### src/rtl/scorer_pkg.sv
// Shared definitions for the argmax scorer: FSM state encoding, default
// parameter values and the helper that slices one class score out of the
// flattened score bus.
//   latency: n/a (package)
//   backpressure: n/a (package)
package scorer_pkg;

    localparam int DEF_N_CLASSES = 10;
    localparam int DEF_VAL_W     = 16;
    localparam int DEF_CNT_W     = 14;
    localparam int DEF_N_IMAGES  = 10000;

    // Upper bounds of the slicing helper's working vector.
    localparam int SLICE_MAX_CLASSES = 64;
    localparam int SLICE_MAX_W       = 64;

    typedef enum logic [1:0] {
        IDLE     = 2'd0,
        SCAN     = 2'd1,
        REPORT   = 2'd2,
        FINISHED = 2'd3
    } scorer_state_e;

    // Returns score i (val_w bits, LSB-aligned) of a zero-extended score bus.
    // Callers truncate the result back to their own score width.
    function automatic logic [SLICE_MAX_W-1:0] score_slice(
        input logic [SLICE_MAX_CLASSES*SLICE_MAX_W-1:0] vec,
        input int                                       val_w,
        input int                                       i
    );
        return vec[i*val_w +: SLICE_MAX_W];
    endfunction

endpackage

### src/rtl/scorer_cmp.sv
// One compare-and-update step of the argmax scan (plus runner-up tracking when
// SCORER_MARGIN_EN is defined).
//   latency: combinational
//   backpressure: none
// Ports: cand/cand_idx = score under test; max_in/idx_in = incumbent;
//        max_out/idx_out = updated incumbent; second_in/second_out = runner-up.
module scorer_cmp
    import scorer_pkg::*;
#(
    parameter int VAL_W = DEF_VAL_W,
    parameter int IDX_W = 4
) (
    input  logic signed [VAL_W-1:0] cand,
    input  logic        [IDX_W-1:0] cand_idx,
    input  logic signed [VAL_W-1:0] max_in,
    input  logic        [IDX_W-1:0] idx_in,
`ifdef SCORER_MARGIN_EN
    input  logic signed [VAL_W-1:0] second_in,
    output logic signed [VAL_W-1:0] second_out,
`endif
    output logic signed [VAL_W-1:0] max_out,
    output logic        [IDX_W-1:0] idx_out
);

    logic wins;

    // Strictly greater: on a tie the earlier (lower-index) incumbent stays.
    assign wins    = cand > max_in;
    assign max_out = wins ? cand : max_in;
    assign idx_out = wins ? cand_idx : idx_in;

`ifdef SCORER_MARGIN_EN
    // A displaced maximum becomes the runner-up; a tie with the maximum lands
    // here too, which is what makes the margin collapse to zero.
    always_comb begin
        second_out = second_in;
        if (wins) begin
            second_out = max_in;
        end else if (cand > second_in) begin
            second_out = cand;
        end
    end
`endif

endmodule

### src/rtl/argmax_scorer.sv
// Argmax classifier scorer: scans one class per cycle, reports the winning
// index, checks it against the label and keeps image/correct totals for a run.
//   latency: accept at edge T -> result_valid during the cycle after edge T+N_CLASSES
//   backpressure: in_ready only in IDLE before the run completes; no output stall
// Ports: clk/rst_b (async active-low), clear (sync restart), in_valid/in_ready +
//        dout/label (input vector), result_valid/inference/correct (strobe),
//        img_cnt/correct_cnt/run_done (run status), margin (SCORER_MARGIN_EN only).
module argmax_scorer
    import scorer_pkg::*;
#(
    parameter  int N_CLASSES = DEF_N_CLASSES,
    parameter  int VAL_W     = DEF_VAL_W,
    parameter  int CNT_W     = DEF_CNT_W,
    parameter  int N_IMAGES  = DEF_N_IMAGES,
    localparam int IDX_W     = $clog2(N_CLASSES)
) (
    input  logic                       clk,
    input  logic                       rst_b,
    input  logic                       clear,
    input  logic                       in_valid,
    output logic                       in_ready,
    input  logic [N_CLASSES*VAL_W-1:0] dout,
    input  logic [IDX_W-1:0]           label,
    output logic                       result_valid,
    output logic [IDX_W-1:0]           inference,
    output logic                       correct,
    output logic [CNT_W-1:0]           img_cnt,
    output logic [CNT_W-1:0]           correct_cnt,
`ifdef SCORER_MARGIN_EN
    output logic [VAL_W:0]             margin,
`endif
    output logic                       run_done
);

    localparam logic [IDX_W-1:0] LAST_IDX = IDX_W'(N_CLASSES - 1);
    localparam logic [CNT_W-1:0] IMG_END  = CNT_W'(N_IMAGES);

    scorer_state_e state, state_nxt;

    logic [SLICE_MAX_CLASSES*SLICE_MAX_W-1:0] dout_ext;
    logic signed [VAL_W-1:0] score_in [N_CLASSES];
    logic signed [VAL_W-1:0] score_q  [N_CLASSES];
    logic        [IDX_W-1:0] label_q;
    logic        [IDX_W-1:0] ptr;
    logic signed [VAL_W-1:0] max_q, max_nxt;
    logic        [IDX_W-1:0] idx_q, idx_nxt;
    logic        [CNT_W-1:0] img_cnt_inc;
    logic                    accept;

    always_comb begin
        dout_ext = '0;
        dout_ext[N_CLASSES*VAL_W-1:0] = dout;
    end

    for (genvar g = 0; g < N_CLASSES; g++) begin : g_slice
        assign score_in[g] = VAL_W'(score_slice(dout_ext, VAL_W, g));
    end

    // Gated by rst_b directly so the block advertises nothing while held in reset.
    assign in_ready    = rst_b && (state == IDLE) && !run_done;
    assign accept      = in_valid && in_ready;
    assign img_cnt_inc = img_cnt + CNT_W'(1);

`ifdef SCORER_MARGIN_EN
    logic signed [VAL_W-1:0] second_q, second_nxt;
`endif

    scorer_cmp #(
        .VAL_W (VAL_W),
        .IDX_W (IDX_W)
    ) u_cmp (
        .cand       (score_q[ptr]),
        .cand_idx   (ptr),
        .max_in     (max_q),
        .idx_in     (idx_q),
`ifdef SCORER_MARGIN_EN
        .second_in  (second_q),
        .second_out (second_nxt),
`endif
        .max_out    (max_nxt),
        .idx_out    (idx_nxt)
    );

    always_ff @(posedge clk or negedge rst_b) begin
        if (!rst_b) begin
            state <= IDLE;
        end else begin
            state <= state_nxt;
        end
    end

    always_comb begin
        state_nxt = state;
        if (clear) begin
            state_nxt = IDLE;
        end else begin
            case (state)
                IDLE:     if (accept) state_nxt = SCAN;
                SCAN:     if (ptr == LAST_IDX) state_nxt = REPORT;
                REPORT:   state_nxt = (img_cnt_inc == IMG_END) ? FINISHED : IDLE;
                FINISHED: state_nxt = FINISHED;
                default:  state_nxt = IDLE;
            endcase
        end
    end

    always_ff @(posedge clk or negedge rst_b) begin
        if (!rst_b) begin
            for (int i = 0; i < N_CLASSES; i++) score_q[i] <= '0;
            label_q      <= '0;
            ptr          <= '0;
            max_q        <= '0;
            idx_q        <= '0;
            result_valid <= 1'b0;
            inference    <= '0;
            correct      <= 1'b0;
            img_cnt      <= '0;
            correct_cnt  <= '0;
            run_done     <= 1'b0;
`ifdef SCORER_MARGIN_EN
            second_q     <= '0;
            margin       <= '0;
`endif
        end else begin
            result_valid <= 1'b0;
            correct      <= 1'b0;
            if (clear) begin
                img_cnt     <= '0;
                correct_cnt <= '0;
                run_done    <= 1'b0;
            end else begin
                case (state)
                    IDLE: if (accept) begin
                        for (int i = 0; i < N_CLASSES; i++) score_q[i] <= score_in[i];
                        label_q  <= label;
                        max_q    <= score_in[0];
                        idx_q    <= '0;
                        ptr      <= IDX_W'(1);
`ifdef SCORER_MARGIN_EN
                        // Most negative value: any real runner-up replaces it,
                        // and an equal one leaves the same value anyway.
                        second_q <= {1'b1, {(VAL_W-1){1'b0}}};
`endif
                    end
                    SCAN: begin
                        max_q <= max_nxt;
                        idx_q <= idx_nxt;
                        ptr   <= ptr + IDX_W'(1);
`ifdef SCORER_MARGIN_EN
                        second_q <= second_nxt;
`endif
                    end
                    REPORT: begin
                        result_valid <= 1'b1;
                        inference    <= idx_q;
                        correct      <= (idx_q == label_q);
                        img_cnt      <= img_cnt_inc;
                        if (idx_q == label_q) correct_cnt <= correct_cnt + CNT_W'(1);
                        if (img_cnt_inc == IMG_END) run_done <= 1'b1;
`ifdef SCORER_MARGIN_EN
                        margin <= {max_q[VAL_W-1], max_q} - {second_q[VAL_W-1], second_q};
`endif
                    end
                    default: ;
                endcase
            end
        end
    end

endmodule

### config.mk
export PLATFORM = sky130hd
export DESIGN_NAME = argmax_scorer
export DESIGN_NICKNAME = d
export VERILOG_FILES = /design/src/rtl/scorer_pkg.sv /design/src/rtl/scorer_cmp.sv /design/src/rtl/argmax_scorer.sv
export SDC_FILE = /design/constraint.sdc
export NUM_CORES = 1
export LEC_CHECK = 0
export BUFFER_PORTS_ARGS = -buffer_cell sky130_fd_sc_hd__buf_2
export CAP_MARGIN = 20
export CELL_PAD_IN_SITES_DETAIL_PLACEMENT = 1
export CELL_PAD_IN_SITES_GLOBAL_PLACEMENT = 2
export CORE_MARGIN = 2
export CORE_UTILIZATION = 34
export DETAILED_ROUTE_END_ITERATION = 10
export GPL_TIMING_DRIVEN = 0
export PLACE_DENSITY = 0.81
export SYNTH_ARGS = -nofsm -noshare
export SYNTH_HDL_FRONTEND = slang
export SYNTH_HIERARCHICAL = 1
export SYNTH_SLANG_ARGS = --single-unit
### constraint.sdc
create_clock -name clk -period 5.2 [get_ports clk]
set_input_delay 0.78 -clock clk [delete_from_list [all_inputs] [get_ports clk]]
set_output_delay 0.78 -clock clk [all_outputs]
set_load 0.1 [all_outputs]
==> impl_results.md, run 1 <==
- DR pass1 iterations: 4
- Final setup viols: 0
- Number of diodes: 0
- Final setup skew: 0.0106 ns
- Placement Rows: 66
- Clock Power Share: 29.7%
- Power Dens Cells: 472 nW/um^2
- Worst Tran Pin Value: 0.812 ns
- Finished Core Util: 42.3%
- Num CTS Buffers: 27
- Die X-Extent: 185 um
- Final period utilization: 85.3%
- # IOs: 204
- CTS tree: done
- Final Cell Area: 13700 sq um
- Largest net degree at the start of global routing: 96
- Vias in the first global route: 9907
- Status: finished, final reports clean
- Critical path's top delay family: buffers and inverters
- CP arrival: 4.83 ns
- Post-CTS setup buffer count: 0
- Total chip power: 6480 uW
- Max Transition Viols Final: 0
- Initial core utilization: 34.5%
- Layout cells sized above 1: 24.1%
- Post-synthesis async set-or-reset flop share: 100%
- Post-synth EDFFs: 0
- Clk buf depth: 3
- Via count: 9235
- Synth Net Count: 1402
- Req. time, crit path: 5.60 ns
- Internal: 4360 uW
- Switch Pwr: 2120 uW
- Via density per instance: 4.84
- Chip height: 185 um
- Die footprint: 34400 sq um
- Skew-Pair Late Insertion Delay: 0.54 ns
- Clk root buf: clkbuf_16
- Starting DRT DRC Count: 388
- Syn Std Cell Area: 11200 sq um
- Area grow syn2layout: 22.7%
- Input/output buffers: 203
- DP Cell Count: 1861
- Worst-path maximum fanout: 10
- # H-tree levels: 1
- Clk slew on worst S/H paths: 0.06 ns
- Most frequent cells after synthesis: 531 x nand2_1, 225 x dfrtp_1, 47 x o21ai_0
- Max-cap viol count: 0
- Min-delay worst type: in -> async
- Setup TNS: 0 ns
- Routability cong.: 0.783
- Crit path kind: reg -> reg
- Combinational share of power: 34.5%
- Most frequent cell after synthesis: nand2_1
- Worst Path Buf+Inv: 4
- Leak: 0.00709 uW
- CTS Hold Bufs: 0
- Sequential cell fraction of total power: 35.8%
- Area of the multi-input gates: 5120 sq um
- Largest cells by area after synthesis: dfrtp_1 50%, nand2_1 18%, mux4_2 6.4%
- Total Wirelength: 34900 um
- Sequential Area: 5630 sq um
- Core Box Area: 32500 sq um
- Post-cts repair resize count: 0
- Max stage delay on crit path: 0.41 ns
- Post-DP HPWL: 26700 um
- Synth warnings: 6
- Synth Flop Type: dfrtp_1
- Crit path top cell by count: buf_2
- Initial antenna violation count: 2
- Syn Area/Cell: 9.22 sq um
- Post-Syn Instances: 1214
- Post-DRT Antenna Nets: 0
- Max VDD drop: 0.284 mV
- CTS Sinks: 225
- Drt drc: 0
- Sw Ratio: 32.7%
- Most area-hungry cell type in the Yosys netlist: dfrtp_1
- First-pass GRT wire length: 54600 um
- Synth top area share: 50.3%
- Final Instance Count excl. Fillers: 1909
- Final hold vios: 0
- Final min period: 4.43 ns
- CP max-delay cell: dfrtp_1
- Fillers: 3806
- Slew Limit Headroom: 45.8%
- GRT overflow: 0
- Final nets: 1636
- Wire per inst: 18.3 um
- CP Cell Sequence: buf_2 > buf_2 > buf_2 > mux2i_1 > nor2_1 > a21oi_1 > o21ai_0 > ha_1 > nand4_1 > or2_1 > o221ai_1 > a211oi_1 > mux2_4 > buf_6 > mux2_4 > mux2i_1 > o21ai_0
- Distinct cell type count of the synthesized netlist: 53
- Area post-placement: 12800 sq um
- Seq cells post-synth: 225
- Nature of the critical path startpoint: flip-flop
- Max Freq: 225 MHz
- Setup crit end kind: flip-flop
- Sequential-to-total area share from yosys stat: 50.3%
- Tot GR Track Use: 20.8%
- RSZ-0062 raised after global routing: no
==> stage by stage <==
stage | setup WS, ns | hold slack (ns)
finish | 0.765 | 0.116
global route | 0.488 | 0.134
CTS | 0.724 | 0.117
detailed placement | 0.765 | 0.461
global placement | -2.54 | 0.453
floorplan | 1.57 | 0.440
==> worst register-to-register path, cell delays in order (launching register included) <==
cell and delay [ns]:
dfrtp_1 0.41, buf_2 0.25, buf_2 0.37, buf_2 0.41, mux2i_1 0.17, nor2_1 0.20, a21oi_1 0.06, o21ai_0 0.35
ha_1 0.31, nand4_1 0.13, or2_1 0.15, o221ai_1 0.10, a211oi_1 0.31, mux2_4 0.35, buf_6 0.17, mux2_4 0.31
mux2i_1 0.13, o21ai_0 0.09
==> cell families (layout without fill, tap and decap cells) <==
| family | count (synthesis) | count (layout) | share of synthesized area [%] |
|---|---|---|---|
| xor gates and xnor gates | 19 | 19 | 1.49 |
| buffers and inverters | 99 | 352 | 3.96 |
| and+or+nand+nor | 655 | 655 | 24.0 |
| AOI/OAI and AO/OA | 104 | 104 | 5.22 |
| DFF | 225 | 225 | 50.3 |
| muxes | 92 | 92 | 12.8 |
| adders and majority gates | 20 | 20 | 2.24 |
==> per-layer routing <==
metal	GRT usage, %	wire (um)
met1	26.3	14600
met2	37.5	17900
met3	3.01	1600
met4	4.60	765
met5	0	24
==> final timing paths <==
| kind | startpoint | end | slack, ns | depth (start not counted) |
|---|---|---|---|---|
| worst max-delay path | ptr[0] | max_q[12] | 0.77 | 17 |
| worst min-delay path | rst_b | img_cnt[10] | 0.12 | 1 |
| worst max register to register | ptr[0] | max_q[12] | 0.77 | 17 |
| worst min register to register | score_q[46] | score_q[46] | 0.47 | 2 |
| max in group asynchronous | rst_b | score_q[93] | 4.27 | 2 |
| min in group clk | dout[118] | score_q[38] | 0.43 | 3 |
==> power by group through the flow <==
stage	sequential, uW	clock (uW)	combinational [uW]
2_1_floorplan	2290	0	1670
3_3_place_gp	2330	0	2190
3_5_place_dp	2350	0	2250
4_1_cts	2320	1970	2270
5_1_grt	2370	2040	2480
6_report	2320	1930	2240
==> flip-flops by register name, indices dropped and copies added, names as in the netlist <==
register / flops
score_q: 160
max_q: 16
correct_cnt: 14
img_cnt: 14
idx_q: 4
inference: 4
label_q: 4
ptr: 4
state: 2
correct: 1
result_valid: 1
run_done: 1
==> final cells by class <==
cell class	instances	area share, %
multi-input cells	890	37.3
clock inverters	8	0.929
well taps	442	4.03
inverters	29	0.793
plain buffers	70	2.43
clock buffers	40	5.64
flip-flops and latches	225	41.0
repair buffers	205	7.87
==> layout by cell type, fill, tap and decap left out, types with 3 or more instances in the layout <==
cell,n
o21ai_0,47
buf_2,241
or4_1,3
or3_1,13
xor2_1,15
nand4_1,12
a21oi_1,39
a22o_1,4
nand3b_1,3
bufinv_16,3
clkbuf_8,5
mux2i_1,35
nand2_1,531
clkbuf_1,34
and3_1,3
nand3_1,28
nor2_1,39
mux2_2,4
nor2b_1,3
ha_1,20
and4_1,3
mux4_2,32
mux2_4,21
inv_1,29
clkbuf_16,27
xnor2_1,4
nand2b_1,3
dfrtp_1,225
No activity file was read; power rests on OpenSTA's default activity.
==> inputs of run 2 (changes only) <==
Settings changed: ABC_AREA set to 1, CORE_UTILIZATION 34 to 32, PLACE_DENSITY 0.81 to 0.8.
==> impl_results.md, run 2 <==
- Area grow syn2layout: 22.1%
- Met3 WL: 1860 um (+16%)
- CP arrival: 4.48 ns (-0.35 ns)
- Die X-Extent: 193 um (+4.1%)
- Largest family of logic cells by synthesized area: simple AND/OR/NAND/NOR gates
- Final min period: 4.05 ns (-0.389 ns)
- Top layer in use: met4
- Most frequent cell after synthesis: nand2_1
- Chip height: 193 um (+4.1%)
- Final setup viols: 0 (unchanged)
- Commonest cells after routing, fill and taps aside: 631 x nand2_1, 232 x buf_2, 225 x dfrtp_1, 127 x o21ai_0, 96 x nor2_1
- RSZ-0062 raised after global routing: no
- DR pass1 iterations: 5 (+1)
- Clk slew on worst S/H paths: 0.06 ns (about the same)
- Fin Hold WS: 0.186 ns (+0.0703 ns)
- Worst-path maximum fanout: 10 (unchanged)
- Core Box Area: 35400 sq um (+9.1%)
- CTS tree: done
- Syn Std Cell Area: 11400 sq um (+2.1%)
- Compound-cell area share of the yosys netlist: 10.7% (+5.5 points)
- Via density per instance: 4.92 (+1.7%)
- Max stage delay on crit path: 0.53 ns (+0.12 ns)
- Post-CTS setup buffer count: 0 (unchanged)
- Top flop regs: score_q x160, max_q x16
- Post-cts repair resize count: 0 (unchanged)
- Largest net degree at the start of global routing: 102 (+6.3%)
- Mux contribution to synthesized area: 1.40% (-11 points)
- Initial antenna violation count: 1 (-1)
- Largest register FFs: 160 (unchanged)
- Clk root buf: clkbuf_16
- Post-Syn Instances: 1482 (+22%)
- Input/output buffers: 202 (-0.49%)
- Final hold vios: 0 (unchanged)
- Wire per inst: 18.8 um (+2.9%)
- Adder-Cell Fraction of Synth Area: 2.19% (-0.047 points)
- Leading cell type in the layout, fill and taps excluded: nand2_1
- Met2 wire len: 18700 um (+4.4%)
- Most flops, register: score_q
- CP Cell Sequence: inv_1 > clkbuf_1 > o21ai_0 > o221ai_1 > nand3_1 > o21ai_0 > ha_1 > nand2_1 > nor2_1 > nor2_1 > nand2_1 > nand2_1 > nand2_1 > nand2_1 > buf_2 > nand4_1 > nand2_1 > nor2_1 > o31ai_1
- Layout cells sized above 1: 18.0% (-6.2 points)
- Routability cong.: 0.854 (+9.0%)
- Tot GR Track Use: 22.6% (+1.8 points)
- Seq cells post-synth: 225 (unchanged)
- Post-DRT Antenna Nets: 0 (unchanged)
- Min-delay worst type: in -> async
- Post-DP HPWL: 31700 um (+18%)
- Sequential cell fraction of total power: 32.8% (-3.0 points)
- Total Wirelength: 41300 um (+18%)
- Power Dens Cells: 629 nW/um^2 (+33%)
- Synth warnings: 6 (unchanged)
- DP Cell Count: 2147 (+15%)
- Post-synth EDFFs: 0 (unchanged)
- Synth Net Count: 1670 (+19%)
- DP Worst Slack: 1.25 ns (+0.481 ns)
- Max-cap viol count: 0 (unchanged)
- Initial core utilization: 32.3% (-2.2 points)
- Worst Tran Pin Value: 0.658 ns (-0.155 ns)
- Max VDD drop: 0.352 mV (+24%)
- Most frequent cells after synthesis: 631 x nand2_1, 225 x dfrtp_1, 127 x o21ai_0
- # IOs: 204 (unchanged)
- Final nets: 1903 (+16%)
- Starting DRT DRC Count: 577 (+49%)
- Setup TNS: 0 ns (unchanged)
- FF-to-FF path depth: 19 (+2)
- Post-route setup slack: 1.15 ns (+0.389 ns)
- Xor/xnor share of the synthesized area: 0.689% (-0.80 points)
- Nature of the critical path startpoint: flip-flop
- Placement Rows: 69 (+4.5%)
- Drt drc: 0 (unchanged)
- Max Transition Viols Final: 0 (unchanged)
- Via count: 10800 (+17%)
- Met1 WL: 19400 um (+33%)
- First-pass GRT wire length: 64500 um (+18%)
- CTS Hold Bufs: 0 (unchanged)
- Sequential-to-total area share from yosys stat: 49.2% (-1.1 points)
- Slew Limit Headroom: 56.1% (+10 points)
- CP max-delay cell: dfrtp_1
- Syn Area/Cell: 7.72 sq um (-16%)
- Largest cells by area after synthesis: dfrtp_1 49%, nand2_1 21%, o21ai_0 5.6%
- Status: finished, final reports clean
- Post-synthesis async set-or-reset flop share: 100% (unchanged)
- Vias in the first global route: 11500 (+16%)
- Synth Flop Type: dfrtp_1
- Simple logic cell fraction of the synthesized area: 29.4% (+5.4 points)
- Crit path top cell by count: nand2_1
- Die footprint: 37300 sq um (+8.3%)
- Sw Ratio: 44.9% (+12 points)
- Clk buf depth: 3 (unchanged)
- Most area-hungry cell type in the Yosys netlist: dfrtp_1
- Combinational share of power: 45.7% (+11 points)
- Synth top area share: 49.2% (-1.1 points)
- Final period utilization: 77.8% (-7.5 points)
- Fillers: 4387 (+15%)
- # H-tree levels: 1 (unchanged)
- CTS Sinks: 225 (unchanged)
- Distinct cell type count of the synthesized netlist: 34 (-36%)
- GRT overflow: 0 (unchanged)
- Leak: 0.00727 uW (+2.6%)
- Crit path kind: reg -> reg
- Total chip power: 8790 uW (+36%)
- Num CTS Buffers: 27 (unchanged)
- Switch Pwr: 3940 uW (+86%)
- Final setup skew: 0.0144 ns (+0.00376 ns)
- Max Freq: 247 MHz (+9.6%)
- Setup crit end kind: flip-flop
- Final Instance Count excl. Fillers: 2196 (+15%)
- Skew-Pair Late Insertion Delay: 0.54 ns (about the same)
- Clock Power Share: 21.5% (-8.2 points)
- Req. time, crit path: 5.64 ns (+0.04 ns)
- Internal: 4840 uW (+11%)
==> run 2: cell count changes after synthesis, moves of 13 or more <==
cell      change
nand4_1      +22
mux4_2       -32
inv_1        +45
nor2_1       +57
nand2_1     +100
nand3_1      +21
mux2_4       -21
a21oi_1      -29
mux2i_1      -19
o21ai_1      +27
o221ai_1     +27
or3_1        -13
o21ai_0      +80
==> run 2: final timing paths <==
kind | start | slack [ns] | end
worst max-delay path | ptr[1] | 1.15 | max_q[15]
worst min-delay path | rst_b | 0.19 | score_q[109]
worst max register to register | ptr[1] | 1.15 | max_q[15]
worst min register to register | score_q[136] | 0.47 | score_q[136]
max in group asynchronous | rst_b | 3.73 | score_q[21]
min in group clk | dout[94] | 0.45 | score_q[78]
==> run 2: worst max-delay path: cells and delay by family, from the launching register on <==
kind                       cells  cell delay, ns
and+or+nand+nor               11            1.06
adders and majority gates      1            0.30
buffers and inverters          3            1.02
AOI/OAI and AO/OA              4            1.01
DFF                            1            0.53
==> run 2: stage by stage <==
stage	utilization [%]	area (sq um)
2_1_floorplan	-	11400
3_3_place_gp	36.8	13000
3_5_place_dp	37.0	13100
4_1_cts	39.4	14000
5_1_grt	39.4	14000
6_report	39.4	14000
==> run 2: power groups by stage <==
| stage | sequential [uW] | clock (uW) | combinational (uW) |
|---|---|---|---|
| global placement | 2880 | 0 | 3870 |
| detailed placement | 2900 | 0 | 4000 |
| finish | 2880 | 1890 | 4020 |
| global route | 2960 | 1990 | 4550 |
| CTS | 2880 | 1930 | 4020 |
| floorplan | 2880 | 0 | 2590 |
==> run 2: final cells by class <==
type	instances	area, sq um	area share [%]
diodes	3	7.51	0.0538
plain buffers	80	410	2.94
clock buffers	41	788	5.65
clock inverters	5	77.6	0.556
inverters	83	312	2.23
multi-input cells	1094	5080	36.4
flip-flops and latches	225	5630	40.3
well taps	461	577	4.13
repair buffers	204	1080	7.71
==> run 2: metal layers <==
metal	up-vias	GRT usage (%)
met3	68	2.39
met2	265	37.0
met4	0	6.76
met5	-	0
li1	5279	-
met1	5197	31.6
==> run 2: cell families after synthesis <==
group	after synthesis
flops	225
mux	16
xor+xnor	9
compound gates	215
fa+ha+maj	20
buf+inv	163
simple gates	834
==> inputs of run 3 (changes only) <==
Settings changed: ABC_AREA 1 to 0, CORE_UTILIZATION 32 to 31, PLACE_DENSITY 0.8 to 0.77.
Clock period 5.2 ns to 3.7 ns, I/O delays scaled along.
==> impl_results.md, run 3 (synthesis results as in run 1) <==
- Vias in the first global route: 10300 (-11%)
- CTS tree: done
- Die footprint: 37600 sq um (+1.0%)
- FF-to-FF path depth: 16 (-3)
- Chip height: 194 um (+0.52%)
- Total Wirelength: 37100 um (-10%)
- Max Transition Viols Final: 0 (unchanged)
- Via density per instance: 4.85 (-1.4%)
- Post-DP HPWL: 27600 um (-13%)
- Drt drc: 0 (unchanged)
- Largest net degree at the start of global routing: 95 (-6.9%)
- Final hold vios: 0 (unchanged)
- CTS Sinks: 225 (unchanged)
- Leak: 0.00733 uW (+0.74%)
- Area of the multi-input gates: 5280 sq um (+3.9%)
- Most flops, register: score_q
- Worst-path maximum fanout: 5 (-5)
- Core Box Area: 35600 sq um (+0.49%)
- FF-to-FF Start: ptr[0]
- Clk slew on worst S/H paths: 0.06 ns (about the same)
- Slew Limit Headroom: 41.3% (-15 points)
- Layout cells sized above 1: 28.1% (+10 points)
- Commonest cells after routing, fill and taps aside: 528 x nand2_1, 234 x buf_2, 225 x dfrtp_1, 35 x nor2_1, 33 x mux2i_1
- Setup TNS: -1.85 ns (-1.85 ns)
- Wire per inst: 19.0 um (+1.3%)
- Final Instance Count excl. Fillers: 1951 (-11%)
- Clk buf depth: 3 (unchanged)
- RR Endpoint: max_q[0]
- CP arrival: 4.24 ns (-0.24 ns)
- # IOs: 204 (unchanged)
- Placement Rows: 69 (unchanged)
- Req. time, crit path: 4.09 ns (-1.55 ns)
- Initial core utilization: 31.5% (-0.83 points)
- Nature of the critical path startpoint: flip-flop
- Sequential Area: 5630 sq um (unchanged)
- Final nets: 1658 (-13%)
- Starting DRT DRC Count: 403 (-30%)
- Final setup skew: 0.0155 ns (+0.00112 ns)
- Input/output buffers: 203 (+0.50%)
- Skew-Pair Late Insertion Delay: 0.54 ns (about the same)
- Post-DRT Antenna Nets: 0 (unchanged)
- Largest register FFs: 160 (unchanged)
- Die X-Extent: 194 um (+0.52%)
- Leading cell type in the layout, fill and taps excluded: nand2_1
- Via count: 9472 (-12%)
- Crit path kind: reg -> reg
- Initial antenna violation count: 3 (+2)
- Tot GR Track Use: 19.5% (-3.0 points)
- Worst Tran Pin Value: 0.880 ns (+0.222 ns)
- Max-cap viol count: 0 (unchanged)
- Max VDD drop: 0.528 mV (+50%)
- Area grow syn2layout: 27.9%
- Setup crit end kind: flip-flop
- Top flop regs: score_q x160, max_q x16
- Worst reg-to-reg setup slack: -0.14 ns (-1.30 ns)
- Hold-critical path depth: 3
- Worst Hold Endpoint: score_q[101]
- Power Dens Cells: 695 nW/um^2 (+10%)
- Num CTS Buffers: 27 (unchanged)
- Clk root buf: clkbuf_16
- Final min period: 3.84 ns (-0.202 ns)
- Max Freq: 260 MHz (+5.3%)
- Routability cong.: 0.776 (-9.1%)
- GRT overflow: 0 (unchanged)
- Worst hold start: dout[53]
- Failing checks: negative setup slack
- DP Cell Count: 1880 (-12%)
- # H-tree levels: 1 (unchanged)
- Status: complete, but fails checks
- Min-delay worst type: in -> reg
- Post-route setup slack: -0.144 ns (-1.30 ns)
- DR pass1 iterations: 5 (unchanged)
- Final setup viols: 20 (+20)
- Fillers: 4220 (-3.8%)
- Final period utilization: 104% (+26 points)
- First-pass GRT wire length: 57800 um (-10%)
- RSZ-0062 raised after global routing: yes
==> run 3: repair_timing <==
item / CTS / global route
hold buffers: 1 / 0
endpoints found under the setup margin: 20 / 20
hold endpoints to repair: 38 / 0
cloned: 1 / 3
gates resized for setup: 84 / 27
buffers inserted: 12 / 5
pin swaps: 16 / 8
==> run 3: worst max-delay path by stage <==
| stage | start | end | slack [ns] | cells past startpoint |
|---|---|---|---|---|
| after global placement | rst_b | score_q[146] | -3.87 | 7 |
| after global routing | ptr[0] | max_q[0] | -0.26 | 16 |
| after detailed placement | ptr[0] | max_q[1] | -0.77 | 17 |
| final | ptr[0] | max_q[0] | -0.14 | 16 |
| after floorplan | ptr[0] | max_q[13] | 0.07 | 15 |
| after CTS | ptr[0] | max_q[8] | 0.002 | 16 |
==> run 3: area by class of cell <==
type	instances	area share, %
plain buffers	70	3.28
well taps	461	4.03
diodes	1	0.0175
inverters	29	0.760
repair buffers	227	9.37
clock buffers	41	5.71
clock inverters	7	0.638
flip-flops and latches	225	39.3
multi-input cells	890	36.9
==> run 3: where the power goes <==
group,internal (uW),total (uW),switching (uW)
registers,2950,3260,312
clock network,1650,2720,1070
logic,2060,3970,1920
total,6660,9960,3300
==> run 3: layer usage <==
layer	wire (um)	share of wire (%)	track usage, %	vias up
li1	-	-	-	4514
met1	16100	43	25.2	4732
met2	19000	51	35.2	175
met3	1440	3.9	2.57	47
met4	637	1.7	3.84	4
met5	30	0.081	0	-
==> run 3: through the flow <==
step | setup slack [ns] | total power [uW] | utilization [%] | hold WS, ns | instance area, sq um
after floorplan | 0.0670 | 5550 | - | 0.259 | 11200
after global placement | -3.87 | 6390 | 36.0 | 0.454 | 12800
after detailed placement | -0.770 | 6480 | 36.1 | 0.459 | 12900
after CTS | 0.00155 | 9660 | 39.7 | 0.191 | 14100
after global routing | -0.257 | 10500 | 40.3 | 0.215 | 14300
final | -0.144 | 9960 | 40.3 | 0.211 | 14300
==> run 3: critical path, stage by stage (launching register included) <==
cell and delay [ns]:
dfrtp_1 0.40, buf_12 0.16, buf_12 0.13, buf_12 0.12
mux4_2 0.55, nand3_2 0.10, o21ai_2 0.08, ha_1 0.30
nand4_1 0.20, or2_4 0.32, o221ai_2 0.16, a211oi_2 0.08
mux2_4 0.38, clkbuf_16 0.19, mux2_4 0.29, mux2i_1 0.15
o21ai_1 0.09
